--- src/rtl/spi_slave_regfile.sv ---
// rtl/spi_slave_regfile.sv - SPI mode-0 slave terminating 32-bit frames against a 16-bit register file
module spi_slave_regfile #(
  parameter int          DEPTH     = 16,
  parameter logic [15:0] RESET_VAL = 16'h0000
) (
  input  logic        clk,
  input  logic        rst_n,
  input  logic        spi_sclk_in,
  input  logic        spi_mosi_in,
  input  logic        spi_cs_n_in,
  output logic        spi_miso_out,
  output logic        spi_miso_oe,
  output logic        wr_strobe,
  output logic [7:0]  wr_addr,
  output logic [15:0] wr_data,
  output logic        frame_err,
  input  logic [7:0]  dbg_addr,
  output logic [15:0] dbg_data
);

  localparam int AW = (DEPTH > 1) ? $clog2(DEPTH) : 1;

  typedef enum logic [2:0] {
    S_IDLE,
    S_CMD,
    S_DATA,
    S_DONE,
    S_WAIT_CS
  } state_e;

  // Address decode shared by the SPI command path and the debug port.
  function automatic logic addr_ok(input logic [7:0] a);
    return int'({24'd0, a}) < DEPTH;
  endfunction

  // Pin synchronizers: two flops to settle, a third on sclk/cs_n for edge detect.
  logic [2:0] sclk_sync_q;
  logic [2:0] cs_sync_q;
  logic [1:0] mosi_sync_q;

  // Resynchronise the asynchronous SPI pins into the clk domain.
  always_ff @(posedge clk or negedge rst_n) begin
    if (!rst_n) begin
      sclk_sync_q <= 3'b000;
      cs_sync_q   <= 3'b111;
      mosi_sync_q <= 2'b00;
    end else begin
      sclk_sync_q <= {sclk_sync_q[1:0], spi_sclk_in};
      cs_sync_q   <= {cs_sync_q[1:0], spi_cs_n_in};
      mosi_sync_q <= {mosi_sync_q[0], spi_mosi_in};
    end
  end

  logic sclk_rise;
  logic sclk_fall;
  logic cs_fall;
  logic cs_high;
  logic mosi_bit;

  assign sclk_rise = sclk_sync_q[1] & ~sclk_sync_q[2];
  assign sclk_fall = ~sclk_sync_q[1] & sclk_sync_q[2];
  assign cs_fall   = ~cs_sync_q[1] & cs_sync_q[2];
  assign cs_high   = cs_sync_q[1];
  assign mosi_bit  = mosi_sync_q[1];

  logic [15:0] regs_q [DEPTH];

  state_e      state_q, state_d;
  logic [5:0]  cnt_q, cnt_d;
  logic [14:0] cmd_sr_q, cmd_sr_d;
  logic [15:0] rx_sr_q, rx_sr_d;
  logic [15:0] tx_sr_q, tx_sr_d;
  logic [7:0]  addr_q, addr_d;
  logic        is_wr_q, is_wr_d;
  logic        err_q, err_d;
  logic        miso_q, miso_d;
  logic        oe_q, oe_d;
  logic        wr_strobe_q, wr_strobe_d;
  logic [7:0]  wr_addr_q, wr_addr_d;
  logic [15:0] wr_data_q, wr_data_d;
  logic        frame_err_q, frame_err_d;
  logic        reg_we;
  logic [15:0] cmd_next;

  // Frame FSM: next state, shift registers and output pulses.
  always_comb begin
    state_d     = state_q;
    cnt_d       = cnt_q;
    cmd_sr_d    = cmd_sr_q;
    rx_sr_d     = rx_sr_q;
    tx_sr_d     = tx_sr_q;
    addr_d      = addr_q;
    is_wr_d     = is_wr_q;
    err_d       = err_q;
    miso_d      = miso_q;
    oe_d        = oe_q;
    wr_strobe_d = 1'b0;
    wr_addr_d   = wr_addr_q;
    wr_data_d   = wr_data_q;
    frame_err_d = 1'b0;
    reg_we      = 1'b0;
    cmd_next    = {cmd_sr_q, mosi_bit};

    unique case (state_q)
      S_IDLE: begin
        cnt_d  = '0;
        oe_d   = 1'b0;
        miso_d = 1'b0;
        if (cs_fall) begin
          state_d = S_CMD;
          oe_d    = 1'b1;
          err_d   = 1'b0;
        end
      end

      S_CMD: begin
        if (cs_high) begin
          frame_err_d = 1'b1;
          state_d     = S_IDLE;
          oe_d        = 1'b0;
          miso_d      = 1'b0;
          cnt_d       = '0;
        end else if (sclk_rise) begin
          cmd_sr_d = cmd_next[14:0];
          cnt_d    = cnt_q + 6'd1;
          if (cnt_q == 6'd15) begin
            addr_d  = cmd_next[7:0];
            is_wr_d = cmd_next[15];
            err_d   = ~addr_ok(cmd_next[7:0]);
            tx_sr_d = 16'h0000;
            if (!cmd_next[15] && addr_ok(cmd_next[7:0])) begin
              tx_sr_d = regs_q[cmd_next[AW-1:0]];
            end
            state_d = S_DATA;
          end
        end
      end

      S_DATA: begin
        // The 32nd rise wins over a simultaneous cs_n rise so the frame completes.
        if (sclk_rise && cnt_q == 6'd31) begin
          rx_sr_d = {rx_sr_q[14:0], mosi_bit};
          cnt_d   = cnt_q + 6'd1;
          state_d = S_DONE;
        end else if (cs_high) begin
          frame_err_d = 1'b1;
          state_d     = S_IDLE;
          oe_d        = 1'b0;
          miso_d      = 1'b0;
          cnt_d       = '0;
        end else if (sclk_rise) begin
          rx_sr_d = {rx_sr_q[14:0], mosi_bit};
          cnt_d   = cnt_q + 6'd1;
        end else if (sclk_fall) begin
          miso_d  = tx_sr_q[15];
          tx_sr_d = {tx_sr_q[14:0], 1'b0};
        end
      end

      S_DONE: begin
        miso_d      = 1'b0;
        frame_err_d = err_q;
        if (is_wr_q && !err_q) begin
          reg_we      = 1'b1;
          wr_strobe_d = 1'b1;
          wr_addr_d   = addr_q;
          wr_data_d   = rx_sr_q;
        end
        state_d = S_WAIT_CS;
      end

      S_WAIT_CS: begin
        miso_d = 1'b0;
        if (cs_high) begin
          state_d = S_IDLE;
          oe_d    = 1'b0;
          cnt_d   = '0;
        end
      end

      default: state_d = S_IDLE;
    endcase
  end

  // Frame FSM state and output registers.
  always_ff @(posedge clk or negedge rst_n) begin
    if (!rst_n) begin
      state_q     <= S_IDLE;
      cnt_q       <= '0;
      cmd_sr_q    <= '0;
      rx_sr_q     <= '0;
      tx_sr_q     <= '0;
      addr_q      <= '0;
      is_wr_q     <= 1'b0;
      err_q       <= 1'b0;
      miso_q      <= 1'b0;
      oe_q        <= 1'b0;
      wr_strobe_q <= 1'b0;
      wr_addr_q   <= '0;
      wr_data_q   <= '0;
      frame_err_q <= 1'b0;
    end else begin
      state_q     <= state_d;
      cnt_q       <= cnt_d;
      cmd_sr_q    <= cmd_sr_d;
      rx_sr_q     <= rx_sr_d;
      tx_sr_q     <= tx_sr_d;
      addr_q      <= addr_d;
      is_wr_q     <= is_wr_d;
      err_q       <= err_d;
      miso_q      <= miso_d;
      oe_q        <= oe_d;
      wr_strobe_q <= wr_strobe_d;
      wr_addr_q   <= wr_addr_d;
      wr_data_q   <= wr_data_d;
      frame_err_q <= frame_err_d;
    end
  end

  // Register file: commits in the same clk that raises wr_strobe.
  always_ff @(posedge clk or negedge rst_n) begin
    if (!rst_n) begin
      for (int i = 0; i < DEPTH; i++) begin
        regs_q[i] <= RESET_VAL;
      end
    end else if (reg_we) begin
      regs_q[addr_q[AW-1:0]] <= rx_sr_q;
    end
  end

  // Debug read port: combinational, zero outside the legal address range.
  always_comb begin
    dbg_data = 16'h0000;
    if (addr_ok(dbg_addr)) begin
      dbg_data = regs_q[dbg_addr[AW-1:0]];
    end
  end

  assign spi_miso_out = miso_q;
  assign spi_miso_oe  = oe_q;
  assign wr_strobe    = wr_strobe_q;
  assign wr_addr      = wr_addr_q;
  assign wr_data      = wr_data_q;
  assign frame_err    = frame_err_q;

endmodule

--- config.mk ---
export PLATFORM = sky130hd
export DESIGN_NAME = spi_slave_regfile
export DESIGN_NICKNAME = d
export VERILOG_FILES = /design/src/rtl/spi_slave_regfile.sv
export SDC_FILE = /design/constraint.sdc
export NUM_CORES = 1
export LEC_CHECK = 0
export BUFFER_PORTS_ARGS = -buffer_cell sky130_fd_sc_hd__buf_2
export CORE_ASPECT_RATIO = 1.1
export CORE_UTILIZATION = 35
export DETAILED_ROUTE_END_ITERATION = 8
export GPL_TIMING_DRIVEN = 0
export PLACE_DENSITY = 0.6
export SLEW_MARGIN = 25
export SYNTH_ARGS = -nofsm -noshare
export SYNTH_HDL_FRONTEND = slang
export SYNTH_SLANG_ARGS = --single-unit
--- constraint.sdc ---
create_clock -name clk -period 2.9 [get_ports clk]
set_input_delay 0.435 -clock clk [delete_from_list [all_inputs] [get_ports clk]]
set_output_delay 0.435 -clock clk [all_outputs]
set_load 0.1 [all_outputs]
# After elaboration in Yosys (flattened, before gate mapping)

Index checks and enable logic that the tools add are counted.

Output and inout port bits: 44
Bits in registers: 358
Word-level logic and storage cells: 150
Input bits: 13

Eq/ne operators: 21
Reductions and logical operators: 25
Magnitude comparators: 6
Bitwise operators: 10
Add/subtract/negate cells: 1
Multiplexer cells: 54

Operators by type and width:

| operator              | number |
|---|---|
| $mux W16              | 17 |
| $bwmux W256           | 1 |
| $bmux W16 S4          | 2 |
| $demux W16 S4         | 1 |
| $pmux W16 S2          | 1 |
| $mux W6               | 4 |
| $pmux W6 S4           | 1 |
| $ne A2 B2 Y1 const B  | 10 |
| $mux W3               | 6 |
| $lt A8 B5 Y1 const B  | 2 |
| $mux W1               | 16 |
| $ge A5 B5 Y1 const B  | 3 |
| $not A4 Y5            | 3 |
| $pmux W3 S5           | 1 |
| $ne A3 B3 Y1 const B  | 4 |
| $reduce_and A5 Y1     | 2 |
| $pmux W1 S3           | 3 |
| $reduce_and A3 Y1     | 3 |
| $reduce_and A8 Y1     | 1 |
| $add A6 B1 Y6 const B | 1 |
| $eq A3 B2 Y1 const B  | 2 |
| $eq A6 B4 Y1 const B  | 1 |
| $eq A6 B5 Y1 const B  | 1 |
| $reduce_and A2 Y1     | 3 |
| other kinds (16)      | 28 |

# Logic depth before layout (Yosys ltp)

Gate-level depths: netlist (run 1).

Depth after elaboration: 9
Depth in mapped cells: 8
Mapped depth without buffers: 6

# Worst setup path before layout (run 1)

No wires, ideal clock.

Path type: input-to-output
Start: in dbg_addr[2]
End: out dbg_data[3]
Path slack: -421 ps
Buffers on the path: 2
Stages on the path: 5
Data arrival time: 2886 ps
Data required time: 2465 ps
Cell sequence: clkbuf_1 -> clkbuf_1 -> mux4_2 -> mux4_2 -> nor2b_1

Cells in the longest elaborated chain, start to end: 5
Elaborated cells on any way between the ends: 6
Classes of those cells: order compare (1); mux (4); bitwise (1)

Ends and longest elaborated chain:

| element                                      | RTL line | text |
|---|---|---|
| start, declared                              | 17       | `input logic [7:0] dbg_addr,` |
| $not A4 Y5 (implied by the code)             | 235      | `dbg_data = regs_q[dbg_addr[AW-1:0]];` |
| $bmux W16 S4                                 | 235      |  |
| $mux W16 (implied by the code) (2 in series) | 235      |  |
| $mux W16 *                                   | 234      | `if (addr_ok(dbg_addr)) begin` |
| end, declared                                | 18       | `output logic [15:0] dbg_data` |

Mark *: on every way between the ends. The rest lies on a longest branch, timed or not. The select of a mux whose other input is x is not followed.

# Worst setup path in the final report (run 1)

Start: in dbg_addr[2]
End: out dbg_data[9]

Same word-level chain as after synthesis.

==> results.txt, run 1 <==
Main synth FF type - dfrtp_1
Cell variety after synth - 64
Root Buffer - clkbuf_16
WL final - 49100 um
YS warnings - 0
sequential area share after synthesis - 50.0%
DRT antenna net count - 0
WL per Instance - 24.8 um
Reg clk slew, reported paths - 0.05 ns
Tcrit/Tclk final - 99.1%
chip height - 239 um
RSZ-0062 raised after global routing - false
Die Area - 52100 sq um
drt first pass iters - 5
Area Overhead vs Synth - 15.4%
nets - 1300
vias in the first global route - 11800
Worst Hold Class - input port to asynchronous set/reset pin
WP data required - 2.47 ns
number of H-tree levels - 2
TritonCTS clock tree - built
# rows - 86
Core Area - 50400 sq um
overall power - 11.3 mW
fin crit period - 2.87 ns
Starting DRT DRC Count - 793
max_cap viols - 0
peak supply drop - 0.382 mV
CP Launch Type - input port
number of port buffers - 52
largest net degree at the start of global routing - 94
I/O pin cnt - 57
Worst setup EP type - output pin
routability cong. - 0.861
share of post-route cells with drive strength above 1 - 51.6%
number of synthesized flops with an enable pin - 0
max-slew violations - 0
Worst-Margin Slew - 1.04 ns
Overflow after GRT - 0
clk_skew - 0.0309 ns
Fin. Hold Viols - 0
Via density - 5.61
CTS buffer count - 42
GRT Total Usage - 19.5%
worst-path maximum fanout - 10
syn_nets - 1197
HPWL after detailed placement - 33400 um
die outline width - 218 um
Lkg Pwr - 9.43 nW
cell count after synthesis - 1183
Final setup viols - 0
slew margin rel. - 30.7%
via count - 11100
dpl cells - 1899
Inserted Diodes - 0
Power Density - 544 nW/um^2
final cell count without fillers - 1976
initial antenna violation count - 0
mean post-synth cell area - 15.2 sq um
post-CTS setup buffer count - 0
CP Class - input port to output pin
first-pass GRT wire length - 75500 um
CTS Buffer Depth - 3
Synth async-reset ratio - 100%
Synth Register Bits - 358
Fmax - 348 MHz
number of fillers in the final layout - 4689
clk sink count - 358
CP Data Arrival Time - 2.44 ns
status - complete, no violations
Starting Density - 35.6%
DRC viols - 0
Hold Worst Slack - 0.312 ns
mapped cell area - 17900 sq um
worst-skew pair later-pin latency - 0.57 ns
==> critical path: stages <==
cell	delay [ns]
clkbuf_2	0.34
clkbuf_8	0.31
mux4_2	0.39
mux4_2	0.52
nor2b_2	0.17
buf_4	0.24
==> cell usage after synthesis (all sizes together), types with 2 or more instances <==
cell	number	share of area, %
a21oi	24	0.67
a22oi	40	1.7
a31oi	5	0.17
buf	67	1.9
clkbuf	42	0.88
dfrtp	355	50
dfstp	3	0.44
inv	5	0.10
mux2	319	20
mux2i	5	0.28
mux4	142	18
nand2	30	0.64
nand2b	9	0.31
nand3	7	0.29
nand3b	4	0.33
nand4	3	0.14
nor2	35	1.0
nor2b	24	0.84
nor3	9	0.47
nor3b	3	0.18
o21ai	13	0.36
o22ai	3	0.10
o31ai	3	0.13
o32ai	2	0.098
or3b	6	0.29
or4	2	0.084
==> flip-flops by register name, indices dropped and copies added, names as in the netlist, 2 cells and up <==
register	flops
cmd_sr_q	15
wr_data	16
cnt_q	6
addr_q	8
regs_q	256
mosi_sync_q	2
wr_addr	8
state_q	3
sclk_sync_q	3
tx_sr_q	16
cs_sync_q	3
rx_sr_q	16
==> cells in the final DEF (no fill, tap or decap), types with 23 or more instances in the layout <==
cell type / synthesis / layout
mux4_2: 142 / 142
mux2_2: 316 / 316
buf_4: 11 / 23
a21oi_1: 24 / 24
nor2_1: 26 / 26
clkbuf_16: 0 / 42
clkbuf_1: 42 / 46
buf_2: 31 / 59
nand2_1: 29 / 29
dfrtp_1: 355 / 355
a22oi_1: 40 / 40
==> final cells by class <==
type	count	area (sq um)	area share (%)
timing repair buffer	60	463	2.24
multi-input combinational	710	8480	41.0
clock inverter	7	56.3	0.272
sequential	358	8960	43.3
inverter	6	22.5	0.109
buffer	108	618	2.99
clock buffer	67	1250	6.07
tap	660	826	3.99
==> final timing paths <==
path                                start        endpoint  cells past startpoint  slack, ns
setup / recovery              dbg_addr[2]     dbg_data[9]                      6       0.03
hold / removal                      rst_n      wr_addr[7]                      2       0.31
setup reg to reg                addr_q[1]      regs_q[28]                      5       0.22
hold reg to reg            mosi_sync_q[0]  mosi_sync_q[1]                      0       0.34
max in group asynchronous           rst_n     regs_q[188]                      4       1.42
min in group clk           mosi_sync_q[0]  mosi_sync_q[1]                      0       0.34
==> where the power goes <==
group / internal (mW) / switching [mW]
clock network: 2.96 / 2.11
registers: 5.02 / 0.0163
logic: 0.384 / 0.772
==> metal layers <==
metal / share of wire (%) / GRT usage (%) / wire length, um / up-vias
met3: 4.1 / 2.88 / 2000 / 92
li1: - / - / - / 4733
met2: 48 / 31.4 / 23600 / 260
met5: 0 / 0 / 0 / -
met1: 44 / 26.6 / 21800 / 6002
met4: 3.4 / 7.54 / 1660 / 0
==> logic make-up (layout without fill, tap and decap cells) <==
family          after synthesis  after routing  synth area share (%)
mux                         466            466                  38.2
simple gates                139            139                  4.94
buf+inv                     115            248                  2.94
fa+ha+maj                     1              1                0.0698
flops                       358            358                  50.0
compound gates              104            104                  3.90
==> through the flow <==
step | util, % | worst slack, ns | instance area, sq um | TNS (ns)
3_5_place_dp | 38.1 | -0.808 | 19200 | -12.01
3_3_place_gp | 37.8 | -5.67 | 19100 | -2016.93
2_1_floorplan | - | 0.109 | 18000 | 0
4_1_cts | 41.1 | 0.00236 | 20700 | 0
5_1_grt | 41.1 | 0.000691 | 20700 | 0
6_report | 41.1 | 0.0257 | 20700 | 0
==> what timing repair did <==
action,CTS,global route
hold endpoints to repair,24,0
hold buffers,4,0
setup endpoints to repair,16,20
resized for setup,52,8
Power figures use the tool's default switching activity.
==> run 2, diff against run 1 <==
--- a/config.mk
+++ b/config.mk
@@ -5,12 +5,12 @@
 export SDC_FILE = /design/constraint.sdc
 export NUM_CORES = 1
 export LEC_CHECK = 0
-export BUFFER_PORTS_ARGS = -buffer_cell sky130_fd_sc_hd__buf_2
 export CORE_ASPECT_RATIO = 1.1
 export CORE_UTILIZATION = 35
 export DETAILED_ROUTE_END_ITERATION = 8
+export DONT_BUFFER_PORTS = 1
 export GPL_TIMING_DRIVEN = 0
-export PLACE_DENSITY = 0.6
+export PLACE_DENSITY = 0.59
 export SLEW_MARGIN = 25
 export SYNTH_ARGS = -nofsm -noshare
 export SYNTH_HDL_FRONTEND = slang
==> results.txt, run 2 (synthesis results as in run 1) <==
status - finished, violations left (was complete, no violations)
failing checks - hold timing
peak supply drop - 0.414 mV (was 0.382 mV)
Reg area - 8960 sq um (unchanged)
final cell count without fillers - 1919 (was 1976)
Inserted Diodes - 0 (unchanged)
Via density - 5.62 (was 5.61)
Multi-input gate area - 8560 sq um (was 8480 sq um)
dpl ws - -0.825 ns (was -0.808 ns)
worst-path maximum fanout - 10 (unchanged)
die outline width - 218 um (unchanged)
I/O pin cnt - 57 (unchanged)
GRT Total Usage - 19.1% (was 19.5%)
CTS Buffer Depth - 3 (unchanged)
Die Area - 52100 sq um (unchanged)
CP Class - input port to output pin (unchanged)
CP Data Arrival Time - 2.44 ns (about the same)
Fmax - 348 MHz (about the same)
nets - 1244 (was 1300)
most frequent cells in the layout - dfrtp_1, mux2_2, mux4_2 (unchanged)
Core Area - 50400 sq um (unchanged)
Overflow after GRT - 0 (unchanged)
chip height - 239 um (unchanged)
fin crit period - 2.87 ns (about the same)
CTS buffer count - 42 (unchanged)
vias in the first global route - 11200 (was 11800)
met3 usage - 3.15% (was 2.88%)
R2R cell count - 6 (was 5)
r2r setup slk - 0.10 ns (was 0.22 ns)
most common cell after layout, fill and taps aside - dfrtp_1 (unchanged)
worst setup path start - dbg_addr[2] (unchanged)
WP data required - 2.47 ns (about the same)
WP depth - 5 (was 6)
Tcrit/Tclk final - 99.1% (about the same)
worst path bufs/invs - 2 (was 3)
DRC viols - 0 (unchanged)
Largest register FFs - 256 (unchanged)
Worst setup EP type - output pin (unchanged)
# rows - 86 (unchanged)
CP endpoint - dbg_data[11] (was dbg_data[9])
Hold-fix buffers, CTS - 3 (was 4)
R2R Path Start - cnt_q[0] (was addr_q[1])
Comb power frac - 9.1% (was 10.3%)
Global Route met2 Usage - 30.0% (was 31.4%)
RSZ-0062 raised after global routing - false (unchanged)
HPWL after detailed placement - 32400 um (was 33400 um)
GRT busiest layer - met2 (unchanged)
Area Overhead vs Synth - 13.1% (was 15.4%)
grt met1 use - 26.8% (was 26.6%)
Lkg Pwr - 9.09 nW (was 9.43 nW)
sequential power share - 45.3% (was 44.8%)
switch share - 24.8% (was 25.7%)
Power Density - 551 nW/um^2 (was 544 nW/um^2)
Worst Hold Class - input port to asynchronous set/reset pin (unchanged)
CP Launch Type - input port (unchanged)
largest net degree at the start of global routing - 359 (was 94)
post-CTS setup buffer count - 0 (unchanged)
clk sink count - 358 (unchanged)
P_sw - 2.77 mW (was 2.89 mW)
number of H-tree levels - 2 (unchanged)
first-pass GRT wire length - 73700 um (was 75500 um)
largest register by flop count - regs_q (unchanged)
CP cell instances - clkbuf_2, clkbuf_2, mux4_2, mux4_2, nor2b_4 (was clkbuf_2, clkbuf_8, mux4_2, mux4_2, nor2b_2, buf_4)
RR Endpoint - rx_sr_q[15] (was regs_q[28])
via count - 10800 (was 11100)
worst-skew pair later-pin latency - 0.58 ns (was 0.57 ns)
share of post-route cells with drive strength above 1 - 49.4% (was 51.6%)
number of port buffers - 0 (was 52)
slew margin rel. - 32.9% (was 30.7%)
final setup margin - 0.0258 ns (was 0.0257 ns)
dpl cells - 1843 (was 1899)
max_cap viols - 0 (unchanged)
Starting Density - 35.6% (unchanged)
clk_skew - 0.0348 ns (was 0.0309 ns)
Clk pwr share - 45.6% (was 45.0%)
Root Buffer - clkbuf_16 (unchanged)
initial antenna violation count - 0 (unchanged)
TritonCTS clock tree - built (unchanged)
drt first pass iters - 5 (unchanged)
Starting DRT DRC Count - 843 (was 793)
routability cong. - 0.855 (was 0.861)
WL final - 48400 um (was 49100 um)
cell internal pwr - 8.39 mW (was 8.37 mW)
overall power - 11.2 mW (was 11.3 mW)
Hold Worst Slack - -0.391 ns (was 0.312 ns)
Slowest-stage cell, CP - mux4_2 (unchanged)
worst stage delay on the critical path - 0.54 ns (was 0.52 ns)
WL per Instance - 25.2 um (was 24.8 um)
delay-heaviest family, CP - multiplexers (unchanged)
Reg clk slew, reported paths - 0.05 ns (about the same)
Fin. Hold Viols - 358 (was 0)
number of fillers in the final layout - 4714 (was 4689)
max-slew violations - 0 (unchanged)
Final setup viols - 0 (unchanged)
Worst-Margin Slew - 1.01 ns (was 1.04 ns)
DRT antenna net count - 0 (unchanged)
## run 2: worst min-delay path by stage
stage	end	depth (start not counted)	slack (ns)
after floorplan	addr_q[0]	0	0.14
after global placement	cnt_q[3]	0	0.17
after detailed placement	wr_addr[6]	0	0.16
after CTS	regs_q[240]	0	-0.45
after global routing	mosi_sync_q[0]	0	-0.43
final	mosi_sync_q[0]	0	-0.39
## run 2: repair_timing
| action | 4_1_cts | 5_1_grt |
|---|---|---|
| setup endpoints to repair | 16 | 20 |
| resized for setup | 28 | 5 |
| hold endpoints to repair | 361 | 358 |
## run 2: area by class of cell
type,count,area share [%]
Inverter,6,0.111
Clock buffer,65,6.10
Timing Repair Buffer,3,0.148
Multi-Input combinational cell,710,42.2
Sequential cell,358,44.2
Tap cell,660,4.07
Buffer,109,2.76
Clock inverter,8,0.413
## run 2: per-stage QoR
step	util [%]	area (sq um)	hold slack [ns]	setup TNS (ns)
6_report	40.3	20300	-0.391	0
5_1_grt	40.3	20300	-0.432	0
4_1_cts	40.2	20300	-0.455	-0.00103
3_5_place_dp	37.4	18800	0.165	-9.93
3_3_place_gp	37.3	18800	0.166	-13.23
2_1_floorplan	-	18000	0.139	0
## run 2: power by group through the flow
stage                     clock, mW  sequential (mW)  combinational, mW
after floorplan                   0             5.14              0.668
after detailed placement          0             5.15               1.01
final                          5.09             5.06               1.02
after global routing           5.43             5.06               1.07
after CTS                      5.24             5.06               1.02
after global placement            0             5.14               1.00
## run 2: per-layer routing
metal,part of all wire (%),wire [um]
met3,4.6,2250
met4,3.0,1440
met1,45,21700
met5,0,0
met2,47,23000
## run 2: worst reg2reg max path, stage by stage (launching register included)
cell	delay, ns
dfrtp_1	0.40
ha_1	0.25
nand4b_1	0.31
o21ai_0	0.26
nand3_1	0.64
buf_2	0.51
mux2_2	0.32
==> run 3, diff against run 2 <==
--- a/config.mk
+++ b/config.mk
@@ -7,6 +7,7 @@
 export LEC_CHECK = 0
 export CORE_ASPECT_RATIO = 1.1
 export CORE_UTILIZATION = 35
+export CTS_CLUSTER_SIZE = 40
 export DETAILED_ROUTE_END_ITERATION = 8
 export DONT_BUFFER_PORTS = 1
 export GPL_TIMING_DRIVEN = 0
==> constraint.sdc (replaced) <==
create_clock -name clk -period 2.65 [get_ports clk]
set_input_delay 0.3975 -clock clk [delete_from_list [all_inputs] [get_ports clk]]
set_output_delay 0.3975 -clock clk [all_outputs]
set_load 0.1 [all_outputs]
==> results.txt, run 3 (synthesis results as in run 1) <==
P_sw - 3.05 mW (was 2.77 mW)
peak supply drop - 0.452 mV (was 0.414 mV)
via count - 10900 (was 10800)
routability cong. - 0.840 (was 0.855)
failing checks - hold timing, setup timing (was hold timing)
final cell count without fillers - 1958 (was 1919)
chip height - 239 um (unchanged)
met2 WL - 23300 um (was 23000 um)
TritonCTS clock tree - built (unchanged)
WL per Instance - 24.7 um (was 25.2 um)
CTS buffer count - 42 (unchanged)
Slowest-stage cell, CP - mux4_2 (unchanged)
TNS Setup - -0.00219 ns (was 0 ns)
met3 WL post-DR - 2040 um (was 2250 um)
clk_skew - 0.0255 ns (was 0.0348 ns)
Hold-fix buffers, CTS - 3 (unchanged)
most common cell after layout, fill and taps aside - dfrtp_1 (unchanged)
number of port buffers - 0 (unchanged)
Clk pwr share - 45.5% (was 45.6%)
R2R Path Start - cmd_sr_q[1] (was cnt_q[0])
clk sink count - 358 (unchanged)
initial antenna violation count - 0 (unchanged)
WL final - 48400 um (about the same)
sequential power share - 45.2% (was 45.3%)
DRT antenna net count - 0 (unchanged)
CTS Buffer Depth - 3 (unchanged)
CP endpoint - dbg_data[11] (unchanged)
worst setup path start - regs_q[27] (was dbg_addr[2])
Cell Area, Placed - 18800 sq um (about the same)
Final setup viols - 1 (was 0)
Top cell by count, worst path - mux4_2
switch share - 24.9% (was 24.8%)
largest net degree at the start of global routing - 359 (unchanged)
CP Launch Type - register (was input port)
Starting Density - 35.6% (unchanged)
dpl ws - -1.04 ns (was -0.825 ns)
worst-skew pair later-pin latency - 0.57 ns (was 0.58 ns)
WP depth - 3 (was 5)
Die Area - 52100 sq um (unchanged)
Area Overhead vs Synth - 15.4% (was 13.1%)
share of post-route cells with drive strength above 1 - 51.4% (was 49.4%)
worst-path maximum fanout - 3 (was 10)
max-slew violations - 0 (unchanged)
Tcrit/Tclk final - 100%
number of H-tree levels - 2 (unchanged)
final setup margin - -0.00219 ns (was 0.0258 ns)
I/O pin cnt - 57 (unchanged)
nets - 1281 (was 1244)
delay-heaviest family, CP - multiplexers (unchanged)
Reg clk slew, reported paths - 0.06 ns (was 0.05 ns)
worst path bufs/invs - 0 (was 2)
CP cell instances - mux4_2, mux4_2, nor2b_4 (was clkbuf_2, clkbuf_2, mux4_2, mux4_2, nor2b_4)
# rows - 86 (unchanged)
Worst-Margin Slew - 0.989 ns (was 1.01 ns)
Fmax - 377 MHz
Inserted Diodes - 0 (unchanged)
dpl cells - 1843 (unchanged)
top sig layer - met4 (unchanged)
RR Endpoint - tx_sr_q[2] (was rx_sr_q[15])
worst stage delay on the critical path - 0.54 ns (about the same)
max_cap viols - 0 (unchanged)
Comb power frac - 9.3% (was 9.1%)
Core Area - 50400 sq um (unchanged)
Lkg Pwr - 9.33 nW (was 9.09 nW)
die outline width - 218 um (unchanged)
Largest register FFs - 256 (unchanged)
r2r setup slk - 0.07 ns (was 0.10 ns)
Finished Cell Area - 20700 sq um (was 20300 sq um)
number of fillers in the final layout - 4638 (was 4714)
Overflow after GRT - 0 (unchanged)
Worst setup EP type - output pin (unchanged)
overall power - 12.2 mW (was 11.2 mW)
R2R cell count - 7 (was 6)
first-pass GRT wire length - 73300 um (was 73700 um)
drt first pass iters - 4 (was 5)
Fin. Hold Viols - 358 (unchanged)
CP Data Arrival Time - 2.25 ns (was 2.44 ns)
most frequent cells in the layout - dfrtp_1, mux2_2, mux4_2 (unchanged)
WP data required - 2.25 ns (was 2.47 ns)
Worst Hold Class - input port to asynchronous set/reset pin (unchanged)
Via density - 5.57 (was 5.62)
Starting DRT DRC Count - 827 (was 843)
RSZ-0062 raised after global routing - true (was false)
status - finished, violations left (unchanged)
fin crit period - 2.65 ns
GRT Total Usage - 19.1% (about the same)
CP Class - register to output pin (was input port to output pin)
cell internal pwr - 9.20 mW (was 8.39 mW)
Metal-1 WL - 21700 um (about the same)
DRC viols - 0 (unchanged)
HPWL after detailed placement - 32100 um (was 32400 um)
slew margin rel. - 34.1% (was 32.9%)
Power Density - 592 nW/um^2 (was 551 nW/um^2)
largest register by flop count - regs_q (unchanged)
vias in the first global route - 11300 (was 11200)
Hold Worst Slack - -0.446 ns (was -0.391 ns)
Root Buffer - clkbuf_16 (unchanged)
-- run 3: power groups by stage --
| stage | sequential, mW | clock [mW] | combinational (mW) |
|---|---|---|---|
| 6_report | 5.53 | 5.58 | 1.14 |
| 5_1_grt | 5.53 | 5.93 | 1.19 |
| 4_1_cts | 5.53 | 5.70 | 1.13 |
| 3_5_place_dp | 5.63 | 0 | 1.10 |
| 3_3_place_gp | 5.63 | 0 | 1.10 |
| 2_1_floorplan | 5.63 | 0 | 0.731 |
-- run 3: through the flow --
step	utilization (%)	hold WS [ns]
after floorplan	-	0.102
after global placement	37.3	0.125
after detailed placement	37.4	0.125
after CTS	40.6	-0.477
after global routing	41.1	-0.470
final	41.1	-0.446
-- run 3: repair_timing --
| item | CTS | global route |
|---|---|---|
| pin swaps | 3 | 6 |
| endpoints found under the setup margin | 91 | 108 |
| gates cloned | 0 | 0 |
| hold endpoints to repair | 361 | 358 |
| setup buffers | 12 | 25 |
| gates resized for setup | 51 | 21 |
-- run 3: worst min path at each step --
stage / endpoint / slack (ns)
6_report: wr_addr[6] / -0.45
5_1_grt: wr_addr[6] / -0.47
4_1_cts: wr_addr[6] / -0.48
3_5_place_dp: wr_addr[6] / 0.13
3_3_place_gp: wr_addr[6] / 0.13
2_1_floorplan: addr_q[0] / 0.10
-- run 3: cell type report --
type	count	area, sq um	area share [%]
Multi-Input combinational cell	710	8600	41.6
Sequential cell	358	8960	43.3
Inverter	6	22.5	0.109
Timing Repair Buffer	40	333	1.61
Clock inverter	7	42.5	0.206
Tap cell	660	826	3.99
Clock buffer	68	1280	6.19
Buffer	109	626	3.02
-- run 3: layer usage --
layer	global-route usage, %	up-vias
li1	-	4671
met3	2.70	84
met5	0	-
met2	30.2	293
met1	26.5	5863
met4	7.12	0
